--- src/rtl/atconv_pkg.sv ---
// Shared sizes and FSM encoding for the atrous-conv frame scheduler.
package atconv_pkg;

   localparam int ATCONV_DW           = 13;
   localparam int ATCONV_AW           = 12;
   localparam int ATCONV_L1_WORDS     = 1024;
   localparam int ATCONV_L0_WORDS     = 4096;
   localparam int ATCONV_KICK_TIMEOUT = 16;

   typedef enum logic [2:0] {
      IDLE  = 3'd0,
      KICK  = 3'd1,
      RUN   = 3'd2,
      DRAIN = 3'd3,
      DONE  = 3'd4
   } sched_state_t;

endpackage

--- src/rtl/rd_skid_fifo.sv ---
// Two-entry skid FIFO that catches layer-memory read data (word plus last tag) for the output stream.
module rd_skid_fifo #(
   parameter int W = 14
) (
   input  logic         clk,
   input  logic         reset,
   input  logic         push,
   input  logic [W-1:0] push_data,
   input  logic         pop,
   output logic [W-1:0] head,
   output logic [1:0]   count
);

   logic [W-1:0] slot0, slot1;
   logic         wr_ptr, rd_ptr;
   logic         push_ok, pop_ok;

   // A push into a full FIFO is only legal when the head leaves in the same cycle.
   assign push_ok = push && ((count != 2'd2) || pop);
   assign pop_ok  = pop && (count != 2'd0);
   assign head    = rd_ptr ? slot1 : slot0;

   always_ff @(posedge clk or posedge reset) begin
      if (reset) begin
         slot0  <= '0;
         slot1  <= '0;
         wr_ptr <= 1'b0;
         rd_ptr <= 1'b0;
         count  <= 2'd0;
      end else begin
         if (push_ok) begin
            if (wr_ptr) slot1 <= push_data;
            else        slot0 <= push_data;
            wr_ptr <= ~wr_ptr;
         end
         if (pop_ok) rd_ptr <= ~rd_ptr;
         case ({push_ok, pop_ok})
            2'b10:   count <= count + 2'd1;
            2'b01:   count <= count - 2'd1;
            default: count <= count;
         endcase
      end
   end

endmodule

--- src/rtl/atconv_frame_sched.sv ---
// Frame sequencer for the atrous-conv engine: kicks the engine, flags a hung engine, then streams the
// layer-memory words to the host. Define ATCONV_DUMP_L0_EN to stream layer 0 ahead of layer 1.
module atconv_frame_sched
   import atconv_pkg::*;
#(
   parameter int DW           = ATCONV_DW,
   parameter int AW           = ATCONV_AW,
   parameter int L1_WORDS     = ATCONV_L1_WORDS,
   parameter int L0_WORDS     = ATCONV_L0_WORDS,
   parameter int KICK_TIMEOUT = ATCONV_KICK_TIMEOUT
) (
   input  logic          clk,
   input  logic          reset,
   input  logic          start,
   output logic          done,
   output logic          err,
   output logic          eng_ready,
   input  logic          eng_busy,
   output logic          mem_own,
   output logic          csel,
   output logic          crd,
   output logic [AW-1:0] caddr_rd,
   input  logic [DW-1:0] cdata_rd,
   output logic          m_valid,
   input  logic          m_ready,
   output logic [DW-1:0] m_data,
   output logic          m_last,
   output logic [2:0]    state_dbg
);

`ifdef ATCONV_DUMP_L0_EN
   localparam int TOTAL = L0_WORDS + L1_WORDS;
`else
   localparam int TOTAL = L1_WORDS;
`endif
   // One counter width serves both builds so the address logic is identical in each.
   localparam int CW = $clog2(L0_WORDS + L1_WORDS + 1);
   localparam int KW = $clog2(KICK_TIMEOUT + 1);
   localparam logic [CW-1:0] ISSUE_END  = CW'(TOTAL);
   localparam logic [CW-1:0] ISSUE_LAST = CW'(TOTAL - 1);
   localparam logic [KW-1:0] KICK_LAST  = KW'(KICK_TIMEOUT - 1);

   sched_state_t    state, state_nxt;
   logic            busy_q;
   logic [KW-1:0]   kick_cnt;
   logic [CW-1:0]   issue_cnt;
   logic            inflight, inflight_last;
   logic            err_q;
   logic            kick_expire;
   logic            l1_phase;
   logic            push, pop;
   logic [DW:0]     head;
   logic [1:0]      fifo_cnt;
   logic [2:0]      pending;

   // Stream handshake: a word moves when m_valid and m_ready are both high on a rising edge;
   // m_valid never drops and m_data/m_last never change until that happens.
   assign m_valid = (fifo_cnt != 2'd0);
   assign pop     = m_valid & m_ready;
   assign m_data  = head[DW-1:0];
   assign m_last  = m_valid & head[DW];
   assign push    = inflight;

   assign kick_expire = (state == KICK) && !eng_busy && (kick_cnt == KICK_LAST);

   always_ff @(posedge clk or posedge reset) begin
      if (reset) state <= IDLE;
      else       state <= state_nxt;
   end

   always_comb begin
      state_nxt = state;
      case (state)
         IDLE:  if (start) state_nxt = KICK;
         KICK: begin
            if (eng_busy)         state_nxt = RUN;
            else if (kick_expire) state_nxt = DONE;
         end
         RUN:   if (busy_q && !eng_busy) state_nxt = DRAIN;
         DRAIN: if (pop && m_last) state_nxt = DONE;
         DONE:  state_nxt = IDLE;
         default: state_nxt = IDLE;
      endcase
   end

   always_comb begin
      eng_ready = 1'b0;
      mem_own   = 1'b0;
      done      = 1'b0;
      case (state)
         KICK:    eng_ready = 1'b1;
         DRAIN:   mem_own   = 1'b1;
         DONE:    done      = 1'b1;
         default: ;
      endcase
   end

   // Slots that will be taken once this cycle's pop retires; issuing against this keeps one word/cycle.
   assign pending = {1'b0, fifo_cnt} + {2'b00, inflight} - {2'b00, pop};
   assign crd     = mem_own && (issue_cnt < ISSUE_END) && (pending < 3'd2);

`ifdef ATCONV_DUMP_L0_EN
   localparam logic [CW-1:0] L0_END = CW'(L0_WORDS);
   assign l1_phase = (issue_cnt >= L0_END);
   assign caddr_rd = l1_phase ? AW'(issue_cnt - L0_END) : AW'(issue_cnt);
`else
   assign l1_phase = 1'b1;
   assign caddr_rd = AW'(issue_cnt);
`endif
   assign csel = mem_own & l1_phase;

   always_ff @(posedge clk or posedge reset) begin
      if (reset) begin
         busy_q        <= 1'b0;
         kick_cnt      <= '0;
         issue_cnt     <= '0;
         inflight      <= 1'b0;
         inflight_last <= 1'b0;
         err_q         <= 1'b0;
      end else begin
         busy_q <= eng_busy;
         if (state == KICK) kick_cnt <= kick_cnt + 1'b1;
         else               kick_cnt <= '0;
         if (state == IDLE && start) err_q <= 1'b0;
         else if (kick_expire)       err_q <= 1'b1;
         if (state != DRAIN) issue_cnt <= '0;
         else if (crd)       issue_cnt <= issue_cnt + 1'b1;
         inflight      <= crd;
         inflight_last <= crd && (issue_cnt == ISSUE_LAST);
      end
   end

   rd_skid_fifo #(.W(DW + 1)) u_skid (
      .clk       (clk),
      .reset     (reset),
      .push      (push),
      .push_data ({inflight_last, cdata_rd}),
      .pop       (pop),
      .head      (head),
      .count     (fifo_cnt)
   );

   assign err       = err_q;
   assign state_dbg = state;

endmodule
--- config.mk ---
export PLATFORM = sky130hd
export DESIGN_NAME = atconv_frame_sched
export DESIGN_NICKNAME = d
export VERILOG_FILES = /design/src/rtl/atconv_pkg.sv /design/src/rtl/rd_skid_fifo.sv /design/src/rtl/atconv_frame_sched.sv
export SDC_FILE = /design/constraint.sdc
export NUM_CORES = 1
export LEC_CHECK = 0
export ABC_AREA = 1
export CAP_MARGIN = 10
export CORE_ASPECT_RATIO = 1.2
export CORE_UTILIZATION = 48
export CTS_CLUSTER_DIAMETER = 40
export DETAILED_ROUTE_END_ITERATION = 16
export HOLD_SLACK_MARGIN = 0.12
export PLACE_DENSITY = 0.73
export SETUP_SLACK_MARGIN = 0.5
export SYNTH_ARGS = -nofsm -noshare
export SYNTH_HDL_FRONTEND = slang
export SYNTH_HIERARCHICAL = 1
export SYNTH_SLANG_ARGS = --single-unit
--- constraint.sdc ---
create_clock -name clk -period 2.36 [get_ports clk]
set_input_delay 0.236 -clock clk [delete_from_list [all_inputs] [get_ports clk]]
set_output_delay 0.236 -clock clk [all_outputs]
set_load 0.02 [all_outputs]
# --- Word level (Yosys, flattened, before mapping) ---
# Cells that the tools add are included.
classes:
  add_sub_neg: 6
  n_lt_le_gt_ge: 2
  eq_ne: 14
  mux: 16
  bitwise: 4
  reduce_logical: 20
ops:
  columns: ["operator", "count"]
  rows:
  - ["$mux W13", 2]
  - ["$mux W3", 5]
  - ["$mux W14", 1]
  - ["$add A13 B1 Y13 const B", 1]
  - ["$eq A13 B10 Y1 const B", 1]
  - ["$lt A13 B11 Y1 const B", 1]
  - ["$pmux W3 S4", 1]
  - ["$logic_and A1 B1 Y1", 10]
  - ["$ne A2 B2 Y1 const B", 4]
  - ["$reduce_bool A2 Y1", 4]
  - ["$eq A3 B2 Y1 const B", 2]
  - ["$add A5 B1 Y5 const B", 1]
  - ["$eq A5 B4 Y1 const B", 1]
  - ["$mux W1", 5]
  - ["$mux W5", 1]
  - ["$pmux W2 S2", 1]
  - ["$reduce_and A2 Y1", 2]
  - ["$reduce_and A4 Y1", 1]
  - ["$add A2 B1 Y3", 1]
  - ["$eq A3 B1 Y1 const B", 1]
  - ["$eq A3 B3 Y1 const B", 1]
  - ["$logic_not A3 Y1", 1]
  - ["$lt A3 B2 Y1 const B", 1]
  - ["$ne A3 B2 Y1 const B", 1]
  - ["10 further kinds", 12]
totals:
  regBits: 57
  in_bits: 18
  output_inout_bits: 36
  word_cells: 74

# --- Longest topological paths before layout ---
logic_depth:
  depth_word: 7
  ltp_mapped: 13
  depth_no_buf: 13

# --- Modules after synthesis ---
# The synthesis kept the hierarchy.
by_module_without_submodules:
  columns: ["module", "instances", "cells_each", "area_each_um2", "seq_area_each_um2"]
  rows:
  - ["rd_skid_fifo", 1, 195, 1577.8, 800.8]
  - ["atconv_frame_sched", 1, 195, 1516.5, 625.6]

# --- Least setup slack after synthesis ---
# Ideal clock, no wire load.
synth_timing:
  path_type: "register -> output"
  startpoint: "register u_skid.count[1]"
  endpoint: "output port crd"
  arrival_ns: 2.214
  t_required_ns: 2.124
  setup_slack_ns: -0.090
  stages_incl_launch_ff: 12
  path_buffers: 0
  cell_sequence: "dfrtp_1 > o21a_1 > ha_1 > inv_1 > nand2_1 > fa_1 > inv_1 > nor2_1 > nand2_1 > nor2_4 > inv_1 > nor2_2"
synth_via:
  elab_chain_cells: 5
  elab_cells_between_ends: 6
  cone_classes: "add/sub: 2; order compare: 1; bitwise: 1; reduce/logical: 2"
synth_lines:
  columns: ["item", "line_no", "text"]
  rows:
  - ["from (decl)", "rd_skid_fifo.sv:11", "output logic [1:0] count"]
  - ["from (signal assigned)", "rd_skid_fifo.sv:38", "2'b10: count <= count + 2'd1;"]
  - ["from (signal assigned)", "rd_skid_fifo.sv:39", "2'b01: count <= count - 2'd1;"]
  - ["from (signal assigned)", "rd_skid_fifo.sv:40", "default: count <= count;"]
  - ["$reduce_bool A2 Y1", "atconv_frame_sched.sv:58", "assign m_valid = (fifo_cnt != 2'd0);"]
  - ["$and A1 B1 Y1", "atconv_frame_sched.sv:59", "assign pop = m_valid & m_ready;"]
  - ["via pop", "atconv_frame_sched.sv:51", "logic push, pop;"]
  - ["$sub A3 B1 Y3", "atconv_frame_sched.sv:99", "assign pending = {1'b0, fifo_cnt} + {2'b00, inflight} - {2'b00, pop};"]
  - ["$lt A3 B2 Y1", "atconv_frame_sched.sv:100", "assign crd = mem_own && (issue_cnt < ISSUE_END) && (pending < 3'd2);"]
  - ["$logic_and A1 B1 Y1", "atconv_frame_sched.sv:100", null]
  - ["to (decl)", "atconv_frame_sched.sv:21", "output logic crd,"]
# The timed path passes the listed nets, and every way through them passes these cells.

# --- Final worst setup path ---
# Ends and elaborated chain as after synthesis.

==> impl_metrics.py <==
metrics = {
    "outcome": {
        "outcome": "finished, violations left",
        "violations": "negative setup slack",
    },
    "setup_path": {
        "cp_slowest_stage_delay_ns": 0.50,
        "worst-r2r-setup-slack_ns": -0.23,
        "r2r_start": "u_skid/count[1]",
        "critical_path_required_ns": 2.12,
        "crit_type": "flip-flop to output pin",
        "cp_num_buf_inv": 4,
        "rr_worst_depth": 17,
        "end_kind": "output pin",
        "cp.arrival_ns": 2.44,
        "cp_cell_sequence": "o21a_1 > ha_1 > inv_1 > nand2_2 > fa_1 > inv_1 > nor2_1 > nand2_1 > nor2_4 > inv_2 > nor2_4 > buf_6",
        "r2r_end": "issue_cnt[3]",
        "cp_top_family": "adder cells",
        "cp-start-kind": "flip-flop",
        "slowest_stage": "fa_1",
        "crit_fanout": 2,
    },
    "layout": {
        "layout-drive-gt1-share_pct": 15.6,
        "fillCellCount": 573,
        "layout.cells.non_filler": 538,
        "diodes": 0,
        "area_growth_pct": 26.8,
        "fin_util_pct": 64.0,
        "final_nets": 475,
    },
    "route": {
        "wirelength_mm": 6.86,
        "routedWlPerCell_um": 12.8,
        "drcViolationCount": 0,
        "drtIter0Drc": 209,
        "avgViaCountPerCell": 5.14,
        "vias": 2763,
        "drt_pass1_iterations": 4,
        "ant_nets": 0,
    },
    "timing": {
        "rsz0062_at_grt": "yes",
        "slew_headroom_pct": 60.5,
        "setup_viol": 11,
        "fmax_mhz": 374,
        "tightest_slew_ns": 0.592,
        "min_period_ns": 2.68,
        "holdWs_ns": 0.277,
        "fin_crit_sh_pct": 113,
        "hold_viol": 0,
        "layout_setup_ws_ns": -0.315,
        "slew_viol_final": 0,
        "clock_skew_ns": 0.00758,
    },
    "yosys": {
        "synth_area_leaders": "dfrtp_1 46%, nand2_1 18%, nand4_1 6.3%",
        "synth_compound_area_share_pct": 4.16,
        "ys_ff_latch": 57,
        "synth_mux_area_share_pct": 0,
        "synthCells": 390,
        "synthAdderAreaFrac_pct": 2.67,
        "synth_top_family_by_area": "simple AND/OR/NAND/NOR gates",
        "ys_seq_area_share_pct": 46.1,
        "synth_fp_nets": 414,
        "yosysWarnings": 6,
        "syn_area_sq_um": 3090,
        "avgSynthCellArea_sq_um": 7.93,
        "synth.top_cell.area_share_pct": 46.1,
        "synth-simple-area-share_pct": 34.8,
        "yosysUniqueCellTypes": 29,
        "yosysTopAreaCell": "dfrtp_1",
        "synth_xor_area_share_pct": 1.13,
    },
    "grt": {
        "track_usage_pct": 22.8,
        "grt_pass1_vias": 2692,
        "grt_max_degree": 33,
        "antenna_found_initial": 0,
        "grt_pass1_wl_mm": 11.8,
        "grt-ovfl-total": 0,
    },
    "clock_network": {
        "root_buffer": "clkbuf_8",
        "clk_latency_ns": 0.34,
        "cts_buffers": 9,
        "clk_pin_slew_worst_paths_ns": 0.07,
        "htree_levels": 3,
        "ctsHoldBuffers": 0,
        "cts_tree": "done",
        "clkSinkCount": 57,
        "ctsLongestPathBuffers": 2,
    },
    "die": {
        "die_h_um": 90.0,
        "die_x_um": 75.3,
        "io_pins": 54,
        "dieArea_sq_um": 6770,
        "core_sq_um": 6130,
        "start_util_pct": 50.5,
        "num_rows": 31,
    },
    "place": {
        "place_worst_setup_slack_ns": -0.656,
        "dp_hpwl_mm": 4.60,
        "placed_cells": 510,
        "numPortBuffers": 53,
        "place.gp.congestion": 0.827,
    },
    "pwr": {
        "p_per_area_nw_per_um2": 1220,
        "p_leak_nw": 2.01,
        "vdd_ir_drop_max_mv": 0.661,
    },
    "run": {
        "cap_violations": 0,
    },
    "worst_hold_path": {
        "hold_class": "input pin to async pin",
    },
}
[kinds of logic after synthesis]
family	after synthesis
AOI/OAI and AO/OA	20
xor gates and xnor gates	4
adders and majority gates	6
buffers and inverters	66
DFF	57
and+or+nand+nor	237
[worst register-to-register path: stages, from the launching register on]
cell and delay [ns]:
dfrtp_2 0.40, o21a_1 0.19, ha_1 0.30, inv_1 0.07, nand2_2 0.05, fa_1 0.46
inv_1 0.08, nor2_1 0.04, nand2_1 0.09, nor2_4 0.05, buf_4 0.13, buf_6 0.11
buf_6 0.11, buf_8 0.12, nor2_8 0.14, inv_4 0.07, nand2_1 0.06, nand2_1 0.04
[cells in the mapped netlist (all sizes together)]
library cell	number
a21oi	5
a31oi	1
buf	26
dfrtp	57
fa	1
ha	5
inv	40
nand2	154
nand3	20
nand4	31
nor2	27
nor3	4
o21a	2
o21ai	9
o21bai	3
or2	1
xnor2	1
xor2	3
[worst max path at each step]
stage / depth (start not counted) / to / slack (ns) / start
floorplan: 11 / crd / 0.02 / u_skid/count[1]
global placement: 13 / crd / -0.62 / m_ready
detailed placement: 13 / crd / -0.66 / m_ready
CTS: 12 / crd / -0.32 / u_skid/count[1]
global route: 12 / crd / -0.44 / u_skid/count[1]
finish: 12 / crd / -0.32 / u_skid/count[1]
[metrics by stage]
stage | instance area [sq um] | setup TNS, ns | power (mW)
finish | 3920 | -1.96 | 4.78
detailed placement | 3630 | -2.04 | 3.73
global route | 3920 | -3.34 | 5.16
CTS | 3830 | -0.316 | 4.56
global placement | 3630 | -1.59 | 3.66
floorplan | 3100 | 0 | 2.98
[state kept, by name, indices dropped and copies added, names as in the netlist]
| register | cells |
|---|---|
| err | 1 |
| u_skid/slot0 | 14 |
| u_skid/rd_ptr | 1 |
| inflight_last | 1 |
| kick_cnt | 5 |
| inflight | 1 |
| u_skid/slot1 | 14 |
| issue_cnt | 13 |
| u_skid/count | 2 |
| state_dbg | 3 |
| busy_q | 1 |
| u_skid/wr_ptr | 1 |
[cells in the final DEF (no fill, tap or decap), types with 2 or more instances in the layout]
cell / n
nor2_4: 4
dfrtp_2: 2
inv_4: 2
o21ai_2: 4
buf_6: 5
xor2_1: 3
nand4_1: 31
o21ai_0: 3
clkinvlp_4: 2
clkdlybuf4s50_1: 33
nand3_4: 2
o21a_1: 2
clkbuf_8: 9
nor3_1: 4
inv_1: 35
buf_4: 17
clkdlybuf4s15_1: 2
nand3_1: 16
inv_2: 3
o21bai_1: 3
ha_1: 5
nand2_2: 9
nand3_2: 2
a21oi_1: 4
clkinv_2: 4
dlygate4sd2_1: 16
nor2_8: 2
nor2_1: 22
dfrtp_1: 55
nand2_1: 145
o21ai_1: 2
[metal layers]
| metal | vias to the layer above | routed length (um) | track usage [%] |
|---|---|---|---|
| li1 | 1365 | - | - |
| met1 | 1309 | 2900 | 28.3 |
| met2 | 77 | 3480 | 36.9 |
| met3 | 12 | 327 | 4.15 |
| met4 | 0 | 157 | 11.6 |
| met5 | - | 0 | 0 |
[cell type report]
cell class,count,area [sq um],share of cell area (%)
repair buffers,75,701,17.9
clock buffers,10,128,3.25
multi-input cells,268,1370,35.0
clock inverters,6,35.0,0.893
inverters,40,155,3.95
well taps,82,103,2.61
flip-flops and latches,57,1430,36.4
[power breakdown]
group / switching, mW / internal [mW]
clock: 0.393 / 0.372
sequential: 0.220 / 1.25
combinational: 1.51 / 1.04
total: 2.12 / 2.66
[repair_timing]
item                       CTS  global route
pin swaps                    4             6
cloned                       1             0
setup endpoints to repair   33            18
hold endpoints to repair     0             0
resized for setup           33            13
buffers inserted             3             8
(Power assumes the default switching activity.)
